`config.mk`:
```
export PLATFORM = sky130hd
export DESIGN_NAME = regfile_wb_arbiter
export DESIGN_NICKNAME = d
export VERILOG_FILES = /design/src/rtl/regfile_wb_arbiter.sv
export SDC_FILE = /design/constraint.sdc
export NUM_CORES = 1
export LEC_CHECK = 0
export CORE_ASPECT_RATIO = 0.8
export CORE_MARGIN = 1.5
export CORE_UTILIZATION = 40
export DETAILED_ROUTE_END_ITERATION = 8
export HOLD_SLACK_MARGIN = 0.03
export PLACE_DENSITY = 0.75
export SLEW_MARGIN = 25
export SYNTH_ARGS = -nofsm -noshare
export SYNTH_HDL_FRONTEND = slang
export SYNTH_SLANG_ARGS = --single-unit
export TNS_END_PERCENT = 5
```
`constraint.sdc`:
```
create_clock -name clk_i -period 6.31 [get_ports clk_i]
set_clock_uncertainty 0.15 [all_clocks]
set_input_delay 1.262 -clock clk_i [delete_from_list [all_inputs] [get_ports clk_i]]
set_output_delay 1.262 -clock clk_i [all_outputs]
set_load 0.03 [all_outputs]
```
`src/rtl/regfile_wb_arbiter.sv`:
```
// regfile_wb_arbiter
//   Shares the single write port of the 32x32 register file (with its 4-bit
//   position tags) between two write-back requesters:
//     port A - ALU result path, port B - load/memory result path.
//   Each port owns a one-entry buffer; a round-robin grant moves one buffered
//   entry per cycle onto the registered register-file write stage.
//
// Ports
//   clk_i                     clock, all state updates on posedge
//   reset                     asynchronous, active-high reset
//   a_valid_i / a_ready_o     port A handshake
//   a_addr_i/a_data_i/a_pos_i port A destination, data, position tag
//   b_valid_i / b_ready_o     port B handshake
//   b_addr_i/b_data_i/b_pos_i port B destination, data, position tag
//   RDaddr_o/RDdata_o/is_pos_o/RegWrite_o  registered register-file write port
//   pending_o                 bit r set while a write to r is buffered or on the output stage
//   wb_count_o                saturating count of RegWrite_o cycles
//   conflict_count_o          saturating count of cycles with both buffers full
module regfile_wb_arbiter #(
  parameter int NREQ_W = 16
) (
  input  logic              clk_i,
  input  logic              reset,
  input  logic              a_valid_i,
  output logic              a_ready_o,
  input  logic [4:0]        a_addr_i,
  input  logic [31:0]       a_data_i,
  input  logic [3:0]        a_pos_i,
  input  logic              b_valid_i,
  output logic              b_ready_o,
  input  logic [4:0]        b_addr_i,
  input  logic [31:0]       b_data_i,
  input  logic [3:0]        b_pos_i,
  output logic [4:0]        RDaddr_o,
  output logic [31:0]       RDdata_o,
  output logic              RegWrite_o,
  output logic [3:0]        is_pos_o,
  output logic [31:0]       pending_o,
  output logic [NREQ_W-1:0] wb_count_o,
  output logic [NREQ_W-1:0] conflict_count_o
);

  typedef enum logic {PORT_A = 1'b0, PORT_B = 1'b1} port_e;

  localparam logic [NREQ_W-1:0] CNT_MAX_C = {NREQ_W{1'b1}};
  localparam logic [NREQ_W-1:0] CNT_ONE_C = {{(NREQ_W-1){1'b0}}, 1'b1};

  logic        a_full_r, b_full_r;
  logic [4:0]  a_addr_r, b_addr_r;
  logic [31:0] a_data_r, b_data_r;
  logic [3:0]  a_pos_r,  b_pos_r;
  port_e       last_grant_r;

  logic        grant_a_s, grant_b_s;
  logic        a_acc_s, b_acc_s;

  logic [4:0]  rd_addr_r;
  logic [31:0] rd_data_r;
  logic        reg_write_r;
  logic [3:0]  is_pos_r;
  logic [NREQ_W-1:0] wb_count_r, conflict_count_r;

  // Round-robin grant from the buffer full flags; ties go to the port not served last.
  always_comb begin
    grant_a_s = 1'b0;
    grant_b_s = 1'b0;
    case ({a_full_r, b_full_r})
      2'b10: grant_a_s = 1'b1;
      2'b01: grant_b_s = 1'b1;
      2'b11: begin
        if (last_grant_r == PORT_B) begin
          grant_a_s = 1'b1;
        end else begin
          grant_b_s = 1'b1;
        end
      end
      default: begin
        grant_a_s = 1'b0;
        grant_b_s = 1'b0;
      end
    endcase
  end

  // A buffer being drained this edge can take a new entry on the same edge.
  assign a_ready_o = ~reset & (~a_full_r | grant_a_s);
  assign b_ready_o = ~reset & (~b_full_r | grant_b_s);
  assign a_acc_s   = a_valid_i & a_ready_o;
  assign b_acc_s   = b_valid_i & b_ready_o;

  // Pending bitmap: buffered entries plus the write on the output stage; r0 never pends.
  assign pending_o = ((a_full_r    ? (32'd1 << a_addr_r)  : 32'd0) |
                      (b_full_r    ? (32'd1 << b_addr_r)  : 32'd0) |
                      (reg_write_r ? (32'd1 << rd_addr_r) : 32'd0)) & ~32'd1;

  // Port A one-entry buffer.
  always_ff @(posedge clk_i or posedge reset) begin
    if (reset) begin
      a_full_r <= 1'b0;
      a_addr_r <= 5'd0;
      a_data_r <= 32'd0;
      a_pos_r  <= 4'd0;
    end else if (a_acc_s) begin
      a_full_r <= 1'b1;
      a_addr_r <= a_addr_i;
      a_data_r <= a_data_i;
      a_pos_r  <= a_pos_i;
    end else if (grant_a_s) begin
      a_full_r <= 1'b0;
    end
  end

  // Port B one-entry buffer.
  always_ff @(posedge clk_i or posedge reset) begin
    if (reset) begin
      b_full_r <= 1'b0;
      b_addr_r <= 5'd0;
      b_data_r <= 32'd0;
      b_pos_r  <= 4'd0;
    end else if (b_acc_s) begin
      b_full_r <= 1'b1;
      b_addr_r <= b_addr_i;
      b_data_r <= b_data_i;
      b_pos_r  <= b_pos_i;
    end else if (grant_b_s) begin
      b_full_r <= 1'b0;
    end
  end

  // Output stage: load the granted entry; writes to r0 are consumed without a pulse.
  always_ff @(posedge clk_i or posedge reset) begin
    if (reset) begin
      rd_addr_r    <= 5'd0;
      rd_data_r    <= 32'd0;
      is_pos_r     <= 4'd0;
      reg_write_r  <= 1'b0;
      last_grant_r <= PORT_B;
    end else if (grant_a_s) begin
      rd_addr_r    <= a_addr_r;
      rd_data_r    <= a_data_r;
      is_pos_r     <= a_pos_r;
      reg_write_r  <= (a_addr_r != 5'd0);
      last_grant_r <= PORT_A;
    end else if (grant_b_s) begin
      rd_addr_r    <= b_addr_r;
      rd_data_r    <= b_data_r;
      is_pos_r     <= b_pos_r;
      reg_write_r  <= (b_addr_r != 5'd0);
      last_grant_r <= PORT_B;
    end else begin
      reg_write_r  <= 1'b0;
    end
  end

  // Saturating event counters.
  always_ff @(posedge clk_i or posedge reset) begin
    if (reset) begin
      wb_count_r       <= {NREQ_W{1'b0}};
      conflict_count_r <= {NREQ_W{1'b0}};
    end else begin
      if (reg_write_r && (wb_count_r != CNT_MAX_C)) begin
        wb_count_r <= wb_count_r + CNT_ONE_C;
      end
      if (a_full_r && b_full_r && (conflict_count_r != CNT_MAX_C)) begin
        conflict_count_r <= conflict_count_r + CNT_ONE_C;
      end
    end
  end

  assign RDaddr_o         = rd_addr_r;
  assign RDdata_o         = rd_data_r;
  assign is_pos_o         = is_pos_r;
  assign RegWrite_o       = reg_write_r;
  assign wb_count_o       = wb_count_r;
  assign conflict_count_o = conflict_count_r;

endmodule

```
==> out/results.tsv <==
metric	value	unit
crit_type	in2out	
grt_pass1_vias	5705	
ir_drop	204	uV
crit_cells	3	
crit_slowest_cell	clkdlybuf4s50_1	
yosysSeqAreaShare	53.6	%
cp.required	4.90	ns
synthToLayoutAreaGrowth	36.0	%
synth_edf_count	0	
pre_cts_slack	2.13	ns
cts_buffers	17	
dp_hpwl	13100	um
crit_path_max_fanout	3	
place.gp.congestion	0.888	
critPathTopFamily	buffers and inverters	
power_density	351	nW/um^2
clkPwrFrac	28.2	%
grt-busiest-layer	met2	
tightest_slew	0.749	ns
worstHoldEndpoint	RDdata_o[27]	
ys_types	55	
num_io_pins	194	
cp_num_buf_inv	2	
finalPower	3540	uW
dp.cells	1027	
rrSetupSlack	3.89	ns
hold_start	b_data_r[27]	
drv_cap	0	
setup_slack	2.11	ns
via_per_inst	5.43	
synth_area_leader_cell	dfrtp_1	
wirelength	19600	um
comb_power_share	31.3	%
grt_pass1_wl	31600	um
drtPass1Iterations	6	
grt_max_degree	112	
yosys_warnings	0	
synth_simple_gate_area_share	13.6	%
cp.arrival	2.79	ns
timing.slew.headroom	50.1	%
clkLatencyLatePin	0.42	ns
die_w	155	um
synthFlopType	dfrtp_1	
grtUsageMet3	8.18	%
avgSynthCellArea	11.6	um^2
dieHeight	125	um
cpMostUsedCell	clkdlybuf4s50_1	
switching_share	34.3	%
drc	0	
rows	44	
cts-hold-fix-buffers	0	
finalNetCount	904	
async_reset_ff_share	100	%
diodes	0	
pwr-share-seq	40.5	%
outcome	finished clean	
slew_viol_final	0	
drive_above_1_share	17.1	%
coreArea	18200	um^2
synth_seq_cells	159	
cp_slowest_stage_delay	0.71	ns
grtUsageMet2	30.5	%
antenna_found_initial	0	
r2r_end	RDaddr_o[0]	
whs	0.316	ns
first_iter_violations	422	
hold_path_class	reg2reg	
start_kind	input port	
timing.setup.tns	0	ns
synth_top_family_by_area	compound AO/OA/AOI/OAI gates	
yosys-top-cells-area	dfrtp_1 53%, mux2_2 13%, a22o_1 4.7%	
fin_crit_sh	66.6	%
p_switching	1220	uW
met1_usage	29.1	%
internal-power	2330	uW
whs_path_depth	1	
synth_compound_area_share	13.7	%
mostFrequentLayoutCells	192 x clkdlybuf4s50_1, 158 x dfrtp_1, 83 x mux2_2	
clockRootBuffer	clkbuf_16	
synth_top_area_share	53.2	%
die_area	19400	um^2
ant_nets	0	
clkTransAtPathRegs	0.06	ns
max_freq	238	MHz
port_buffers	192	
grt_usage	20.9	%
hold_viol	0	
finalNonFillerCells	1058	
avgRoutedWirePerCell	18.5	um
post_cts.repair.setup_buffers	0	
end_kind	output pin	
clock_path_buffers	2	
overflow	0	
syn_nets	729	
timing.rr.start	a_full_r	
synthAdderAreaFrac	0.337	%
synthXorXnorAreaFrac	2.71	%
final_common_cell	clkdlybuf4s50_1	
p_leak	0.00450	uW
crit_chain	clkdlybuf4s50_1, a31oi_1, clkdlybuf4s50_1	
syn_inst	641	
rsz0062_at_grt	false	
min_period	4.20	ns
start_util	40.9	%
cts_htree_levels	4	
reg2reg_depth	5	
vias	5750	
clock-sinks	159	
cts_resized	0	
synthMuxAreaShare	13.1	%
cts_tree	yes	
syn-cell-area	7430	um^2
setup_viol	0	
[power by group through the flow]
stage / logic [uW] / registers, uW / clock network (uW)
after global placement: 1100 / 1440 / 0
after CTS: 1120 / 1430 / 1020
after floorplan: 478 / 1610 / 0
final: 1110 / 1430 / 999
after global routing: 1180 / 1460 / 1070
after detailed placement: 1110 / 1440 / 0
[cells by family after synthesis]
logic type                 after synthesis
and+or+nand+nor                        191
DFF                                    159
AOI/OAI and AO/OA                      132
muxes                                   86
buffers and inverters                   47
xor gates and xnor gates                23
adders and majority gates                2
other                                    1
[sequential cells by signal (all words and copies together), names as in the netlist, 5 cells and up]
signal and flops:
conflict_count_o 16, a_data_r 32, a_addr_r 5, RDaddr_o 5, wb_count_o 16, RDdata_o 32
b_addr_r 5, b_data_r 32
[synth_stat cells (2+ instances only)]
cell	count
a21o_1	40
a21oi_1	5
a22o_1	40
a22oi_1	21
a31oi_1	4
a32oi_1	7
and2_1	2
and3_1	6
and3b_1	2
and4_1	4
buf_2	20
buf_4	2
clkbuf_1	17
dfrtp_1	158
ha_1	2
inv_1	6
mux2_1	2
mux2_2	83
nand2_1	68
nand2b_1	9
nand3_1	14
nand4_1	11
nor2_1	31
nor2b_1	11
nor3_1	13
nor3b_1	5
nor4_4	2
o21ai_0	8
xnor2_1	10
xor2_1	13
[layer usage]
layer	vias up	wire length [um]
li1	2663	-
met1	2830	8570
met2	243	8970
met3	14	1890
met4	0	184
met5	-	0
[worst register-to-register path: cells and delay by family (launching register included)]
family | cells | cell delay (ns)
and+or+nand+nor | 2 | 0.72
buffers and inverters | 2 | 0.65
DFF | 1 | 0.59
AOI/OAI and AO/OA | 1 | 0.20
[final cells by class]
type	count	area, um^2
clock buffer	21	470
inverter	6	30.0
timing repair buffer	197	1970
multi-input combinational	435	3260
fill	1566	8070
sequential	159	3980
tap	230	288
clock inverter	10	101
[through the flow]
step	utilization (%)	cell area, um^2
5_1_grt	55.6	10100
4_1_cts	55.6	10100
6_report	55.6	10100
3_3_place_gp	52.3	9500
2_1_floorplan	-	7430
3_5_place_dp	52.4	9530
[worst max path at each step]
stage	startpoint	endpoint	slack, ns
after detailed placement	reset	a_ready_o	2.13
after CTS	reset	a_ready_o	2.14
final	reset	a_ready_o	2.11
after global routing	b_full_r	pending_o[1]	1.95
after global placement	reset	a_ready_o	2.16
after floorplan	reset	RDaddr_o[0]	0.61
Note: power is estimated with default switching activity, not from simulation.
